`config.mk`:
```
export PLATFORM = sky130hd
export DESIGN_NAME = md_sequencer
export DESIGN_NICKNAME = d
export VERILOG_FILES = /design/src/rtl/md_sequencer_pkg.sv /design/src/rtl/md_datapath.sv /design/src/rtl/md_sequencer.sv
export SDC_FILE = /design/constraint.sdc
export NUM_CORES = 1
export LEC_CHECK = 0
export ABC_CLOCK_PERIOD_IN_PS = 5750
export CAP_MARGIN = 15
export CORE_ASPECT_RATIO = 0.8
export CORE_MARGIN = 2
export CORE_UTILIZATION = 28
export CTS_CLUSTER_DIAMETER = 200
export DETAILED_ROUTE_END_ITERATION = 7
export GPL_TIMING_DRIVEN = 0
export PLACE_DENSITY = 0.49
export SLEW_MARGIN = 20
export SYNTH_ARGS = -nofsm -noshare
export SYNTH_HDL_FRONTEND = slang
export SYNTH_SLANG_ARGS = --single-unit
```
`constraint.sdc`:
```
create_clock -name clk -period 5.75 [get_ports clk]
set_clock_uncertainty 0.15 [all_clocks]
set_input_delay 1.15 -clock clk [delete_from_list [all_inputs] [get_ports clk]]
set_output_delay 1.15 -clock clk [all_outputs]
set_load 0.05 [all_outputs]
```
`src/rtl/md_sequencer_pkg.sv`:
```
// rtl/md_sequencer_pkg.sv - shared ALU op codes, md_op encodings and state types
package md_sequencer_pkg;

  localparam logic [3:0] ALUOP_ADD = 4'b0000;
  localparam logic [3:0] ALUOP_SUB = 4'b0001;
  localparam logic [3:0] ALUOP_OR  = 4'b0010;
  localparam logic [3:0] ALUOP_LUI = 4'b0011;

  localparam logic [1:0] MD_MULT  = 2'b00;
  localparam logic [1:0] MD_MULTU = 2'b01;
  localparam logic [1:0] MD_DIV   = 2'b10;
  localparam logic [1:0] MD_DIVU  = 2'b11;

  typedef enum logic [2:0] {
    ST_IDLE,
    ST_NEG_A,
    ST_NEG_B,
    ST_ITER,
    ST_FIX_LO,
    ST_FIX_HI
  } md_state_e;

  // Datapath command: load magnitude of rs, load magnitude of rt, iterate
  typedef enum logic [1:0] {
    DP_HOLD,
    DP_LOAD_A,
    DP_LOAD_B,
    DP_STEP
  } dp_cmd_e;

endpackage

```
`src/rtl/md_datapath.sv`:
```
// rtl/md_datapath.sv - accumulator/remainder/quotient registers and iteration step
module md_datapath
  import md_sequencer_pkg::*;
(
  input  logic        clk,
  input  logic        rst_n,
  input  dp_cmd_e     cmd,
  input  logic        is_div,
  input  logic [31:0] mag,
  input  logic [31:0] alu_c,
  output logic [31:0] acc_hi,
  output logic [31:0] acc_lo,
  output logic [3:0]  step_op,
  output logic [31:0] step_a,
  output logic [31:0] step_b
);

  // acc_hi doubles as the remainder, acc_lo as multiplier/quotient,
  // opnd as multiplicand/divisor (multiplication is commutative, so
  // rs magnitude sits in acc_lo for both op classes)
  logic [31:0] opnd;
  logic [32:0] t;
  logic        ge;
  logic        carry;
  logic [31:0] sum;

  // Shift-add and restoring-divide step terms
  always_comb begin
    t       = {acc_hi, acc_lo[31]};
    ge      = (t >= {1'b0, opnd});
    sum     = acc_lo[0] ? alu_c : acc_hi;
    carry   = acc_lo[0] & (alu_c < acc_hi);
    step_op = is_div ? ALUOP_SUB : ALUOP_ADD;
    step_a  = is_div ? t[31:0] : acc_hi;
    step_b  = opnd;
  end

  // Register load and per-iteration update
  always_ff @(posedge clk or negedge rst_n) begin
    if (!rst_n) begin
      acc_hi <= '0;
      acc_lo <= '0;
      opnd   <= '0;
    end else begin
      case (cmd)
        DP_LOAD_A: acc_lo <= mag;
        DP_LOAD_B: begin
          opnd   <= mag;
          acc_hi <= '0;
        end
        DP_STEP: begin
          if (is_div) begin
            acc_hi <= ge ? alu_c : t[31:0];
            acc_lo <= {acc_lo[30:0], ge};
          end else begin
            {acc_hi, acc_lo} <= {carry, sum, acc_lo[31:1]};
          end
        end
        default: ;
      endcase
    end
  end

endmodule

```
`src/rtl/md_sequencer.sv`:
```
// rtl/md_sequencer.sv - multi-cycle mult/div sequencer borrowing the shared ALU
module md_sequencer
  import md_sequencer_pkg::*;
#(
  parameter int ITER = 32
) (
  input  logic        clk,
  input  logic        rst_n,
  input  logic        start,
  input  logic [1:0]  md_op,
  input  logic [31:0] rs_val,
  input  logic [31:0] rt_val,
  input  logic        mthi,
  input  logic        mtlo,
  input  logic [31:0] wdata,
  output logic        alu_own,
  output logic [3:0]  md_alu_op,
  output logic [31:0] md_alu_a,
  output logic [31:0] md_alu_b,
  input  logic [31:0] alu_c,
  output logic        busy,
  output logic        done,
  output logic [31:0] hi,
  output logic [31:0] lo
);

  localparam int CW = $clog2(ITER);

  md_state_e   state, state_next;
  logic [CW-1:0] cnt;
  logic        op_div, op_signed, neg_q, neg_r, div0;
  logic [31:0] rs_lat, rt_lat, lo_tmp;
  logic [31:0] mag, lo_fix, hi_fix;
  logic [31:0] acc_hi, acc_lo;
  logic [3:0]  step_op;
  logic [31:0] step_a, step_b;
  dp_cmd_e     dp_cmd;

  md_datapath u_dp (
    .clk     (clk),
    .rst_n   (rst_n),
    .cmd     (dp_cmd),
    .is_div  (op_div),
    .mag     (mag),
    .alu_c   (alu_c),
    .acc_hi  (acc_hi),
    .acc_lo  (acc_lo),
    .step_op (step_op),
    .step_a  (step_a),
    .step_b  (step_b)
  );

  assign busy    = (state != ST_IDLE);
  assign alu_own = busy;

  // Next state and ALU operand decode; ALU inputs depend only on registers
  always_comb begin
    state_next = state;
    md_alu_op  = ALUOP_ADD;
    md_alu_a   = '0;
    md_alu_b   = '0;
    dp_cmd     = DP_HOLD;
    mag        = '0;
    lo_fix     = '0;
    hi_fix     = '0;
    case (state)
      ST_IDLE: if (start) state_next = ST_NEG_A;
      ST_NEG_A: begin
        md_alu_op  = ALUOP_SUB;
        md_alu_b   = rs_lat;
        mag        = (op_signed && rs_lat[31]) ? alu_c : rs_lat;
        dp_cmd     = DP_LOAD_A;
        state_next = ST_NEG_B;
      end
      ST_NEG_B: begin
        md_alu_op  = ALUOP_SUB;
        md_alu_b   = rt_lat;
        mag        = (op_signed && rt_lat[31]) ? alu_c : rt_lat;
        dp_cmd     = DP_LOAD_B;
        state_next = ST_ITER;
      end
      ST_ITER: begin
        md_alu_op = step_op;
        md_alu_a  = step_a;
        md_alu_b  = step_b;
        dp_cmd    = DP_STEP;
        if (cnt == CW'(ITER - 1)) state_next = ST_FIX_LO;
      end
      ST_FIX_LO: begin
        md_alu_op  = ALUOP_SUB;
        md_alu_b   = acc_lo;
        lo_fix     = div0 ? 32'hFFFF_FFFF : (neg_q ? alu_c : acc_lo);
        state_next = ST_FIX_HI;
      end
      ST_FIX_HI: begin
        if (op_div) begin
          md_alu_op = ALUOP_SUB;
          md_alu_b  = acc_hi;
          hi_fix    = div0 ? rs_lat : (neg_r ? alu_c : acc_hi);
        end else begin
          md_alu_op = ALUOP_ADD;
          md_alu_a  = ~acc_hi;
          md_alu_b  = {31'd0, (acc_lo == 32'd0)};
          hi_fix    = neg_q ? alu_c : acc_hi;
        end
        state_next = ST_IDLE;
      end
      default: state_next = ST_IDLE;
    endcase
  end

  // State, launch latches, counter and HI/LO registers
  always_ff @(posedge clk or negedge rst_n) begin
    if (!rst_n) begin
      state     <= ST_IDLE;
      cnt       <= '0;
      op_div    <= 1'b0;
      op_signed <= 1'b0;
      neg_q     <= 1'b0;
      neg_r     <= 1'b0;
      div0      <= 1'b0;
      rs_lat    <= '0;
      rt_lat    <= '0;
      lo_tmp    <= '0;
      hi        <= '0;
      lo        <= '0;
      done      <= 1'b0;
    end else begin
      state <= state_next;
      done  <= (state == ST_FIX_HI);
      cnt   <= (state == ST_ITER) ? cnt + 1'b1 : '0;
      if (state == ST_IDLE) begin
        if (start) begin
          rs_lat    <= rs_val;
          rt_lat    <= rt_val;
          op_div    <= md_op[1];
          op_signed <= ~md_op[0];
          neg_q     <= ~md_op[0] & (rs_val[31] ^ rt_val[31]);
          neg_r     <= ~md_op[0] & rs_val[31];
          div0      <= md_op[1] & (rt_val == 32'd0);
        end else begin
          if (mthi) hi <= wdata;
          if (mtlo) lo <= wdata;
        end
      end
      if (state == ST_FIX_LO) lo_tmp <= lo_fix;
      if (state == ST_FIX_HI) begin
        hi <= hi_fix;
        lo <= lo_tmp;
      end
    end
  end

endmodule

```
==> metrics.md <==
| Metric | Value |
|---|---|
| Status | finished clean |
| Post-synthesis sequential area ratio | 37.7% |
| Starting Density | 28.5% |
| Synth top area cells | dfrtp_1 (38%), nand2_1 (9.8%), mux2i_1 (8.8%), a21oi_1 (5.1%), ha_1 (4.7%) |
| Post-synthesis simple-gate area fraction | 16.1% |
| Crit path kind | flop to output pin |
| CP endpoint kind | output pin |
| Final setup fails | 0 |
| Pleak | 10.2 nW |
| Core box area | 63000 µm² |
| Worst-Skew Late Latency | 0.57 ns |
| Drt pass-1 iters | 5 |
| Die X | 287 µm |
| Worst EP arrival | 4.35 ns |
| Synth warnings | 0 |
| Setup_tns | 0 ns |
| DRC Markers | 0 |
| Total Wirelength | 92800 µm |
| First-pass GRT wire length | 133000 µm |
| DR WL/cell | 27.2 µm |
| Max cap viols | 0 |
| FMAX | 0.177 GHz |
| Worst Path Max Fanout | 10 |
| Initial antenna violation count | 4 |
| Largest net degree at the start of global routing | 91 |
| Yosys top cell by area | dfrtp_1 |
| Post-Syn Area | 17900 µm² |
| Reg-to-Reg Start | u_dp.acc_hi[9] |
| Top-area cell type share of the netlist area | 37.7% |
| Critical path startpoint | state[1] |
| VDD IR max | 0.415 mV |
| Hold_buf cts | 0 |
| Final Hold Viols | 0 |
| PD cells | 544 nW/µm² |
| Port-buffer cells | 266 |
| Clk sinks | 270 |
| Worst Slack Setup Final | 0.0995 ns |
| Number of vias per cell | 5.63 |
| Reg clk slew, reported paths | 0.06 ns |
| Worst slew pin tran | 1.22 ns |
| Met2 usage | 44.1% |
| Met1 Resource Use GR | 37.4% |
| # IOs | 270 |
| GRT busiest layer | met2 |
| Dpl hpwl | 73500 µm |
| Synth Area in XOR/XNOR | 0.146% |
| Rows | 82 |
| Iter 0 DRT Violations | 2229 |
| Total grt overflow | 0 |
| Hold crit path type | primary input to async pin |
| Synth Area in Adders | 4.67% |
| Post-synth EDFFs | 0 |
| Finished Layout Cells | 3413 |
| Primary FF master, synth | dfrtp_1 |
| CP Launch Type | flop |
| Placed cells | 3350 |
| Vias in the first global route | 19006 |
| CTS Buffer Depth | 3 |
| Die area | 66100 µm² |
| Top post-synthesis cells by count | nand2_1 (469), dfrtp_1 (270), a21oi_1 (182) |
| CTS buffer count | 36 |
| CTS H-tree depth | 2 |
| Fin. max-slew vios | 0 |
| GP Congestion | 0.935 |
| Combinational family with the most area after synthesis | compound AO/OA/AOI/OAI gates |
| Ys async rst share | 100% |
| Final min period | 5.65 ns |
| Slew headroom | 18.2% |
| Most numerous cell in the Yosys netlist | nand2_1 |
| CP required | 4.45 ns |
| Area Growth Syn to Fin | 27.8% |
| RSZ-0062 raised after global routing | false |
| Final net count | 2750 |
| Die Y | 230 µm |
| Mux contribution to synthesized area | 8.82% |
| Global Route Usage Sum | 27.5% |
| Post-synthesis cell count | 2239 |
| Layout cells sized above 1 | 3.96% |
| CTS tree | yes |
| Synthesized flop and latch total | 270 |
| Vias | 19199 |
| Met3 usage | 3.92% |
| Syn_area_per_cell | 8.01 µm² |
| Post-DRT Antenna Nets | 0 |
| Placement Setup Slack | 0.754 ns |
| Synth Area in Compound Gates | 25.4% |
| Period Utilization, post-route | 98.3% |
| # diodes | 0 |
| CTS root buf | clkbuf_16 |
| Yosys cell types | 60 |
## final timing paths
check | endpoint | slack (ns) | cells after the start
worst max-delay path | md_alu_b[18] | 0.1 | 8
worst min register to register | cnt[0] | 0.31 | 1
max in group asynchronous | hi[22] | 3.98 | 3
min in group clk | cnt[0] | 0.31 | 1
worst min-delay path | u_dp.acc_hi[5] | 0.30 | 1
worst max register to register | u_dp.acc_hi[31] | 2.17 | 10
## flip-flops by register name, indices dropped and copies added (netlist names), 3 cells and up
signal / flops
hi: 32
lo: 32
lo_tmp: 32
rs_lat: 32
rt_lat: 32
u_dp.acc_hi: 32
u_dp.acc_lo: 32
u_dp.step_b: 32
cnt: 5
state: 3
## placed cells by master, fill, tap and decap left out, types with 13 or more instances in the layout
master | synthesis | layout
buf_1 | 23 | 24
clkdlybuf4s50_1 | 0 | 265
buf_2 | 16 | 16
a32o_1 | 31 | 31
o211a_1 | 31 | 31
o211ai_1 | 32 | 32
o22ai_1 | 30 | 30
nor4_1 | 15 | 15
nand3_1 | 37 | 37
dfrtp_1 | 270 | 270
nand4_1 | 13 | 13
a21oi_1 | 182 | 182
nand2_1 | 469 | 469
nor2_1 | 144 | 143
clkbuf_1 | 171 | 176
clkbuf_16 | 0 | 37
a22oi_1 | 61 | 61
ha_1 | 67 | 67
a31oi_1 | 64 | 64
o221ai_1 | 24 | 24
o21ai_1 | 14 | 14
inv_1 | 102 | 102
a211oi_1 | 35 | 35
mux2i_1 | 157 | 157
o21ai_0 | 166 | 166
## logic make-up (layout without fill, tap and decap cells)
kind of cell	count (synthesis)	after routing
and+or+nand+nor	712	712
muxes	158	158
other	1	3
AOI/OAI and AO/OA	705	705
xor gates and xnor gates	3	3
adders and majority gates	67	67
DFF	270	270
buffers and inverters	323	655
## layer usage
layer / vias to the layer above / share of wire (%) / routed length (µm)
li1: 8559 / - / -
met1: 9584 / 43 / 40200
met2: 895 / 46 / 42500
met3: 155 / 6.8 / 6270
met4: 6 / 4.0 / 3730
met5: - / 0.038 / 35
## where the power goes
part | switching (mW) | leakage [nW] | internal, mW
logic | 4.86 | 6.52 | 2.34
registers | 0.579 | 3.14 | 2.39
clock network | 0.963 | 0.577 | 1.35
total | 6.40 | 10.2 | 6.08
## what timing repair did
| action | 4_1_cts | 5_1_grt |
|---|---|---|
| endpoints found under the setup margin | 0 | 3 |
| gates resized for setup | 0 | 4 |
| setup buffers | 0 | 0 |
## per-stage QoR
step           hold WS, ns  instance area, µm²  power [mW]  util [%]
5_1_grt              0.305               22900        13.1      36.4
4_1_cts              0.283               22900        12.4      36.4
3_3_place_gp         0.297               21700        9.99      34.4
3_5_place_dp         0.307               21800        10.1      34.5
2_1_floorplan        0.281               17900        7.29         -
6_report             0.296               22900        12.5      36.4
## layout make-up
cell class              count  area (µm²)
plain buffers             220         907
clock buffers              53        1080
clock inverters            10        96.3
fillers                  6746       40100
inverters                 103         387
multi-input cells        1648        9910
flip-flops and latches    270        6760
well taps                 840        1050
repair buffers            269        2750
## critical path, stage by stage (launching register included)
cell and delay [ns]:
dfrtp_1 0.41, buf_2 0.19, inv_1 0.18, nand3_1 0.47, nor2_2 0.44, buf_1 0.55, nand2_1 0.11, a31oi_1 0.51
clkdlybuf4s50_1 0.93
Note: power is estimated with default switching activity, not from simulation.
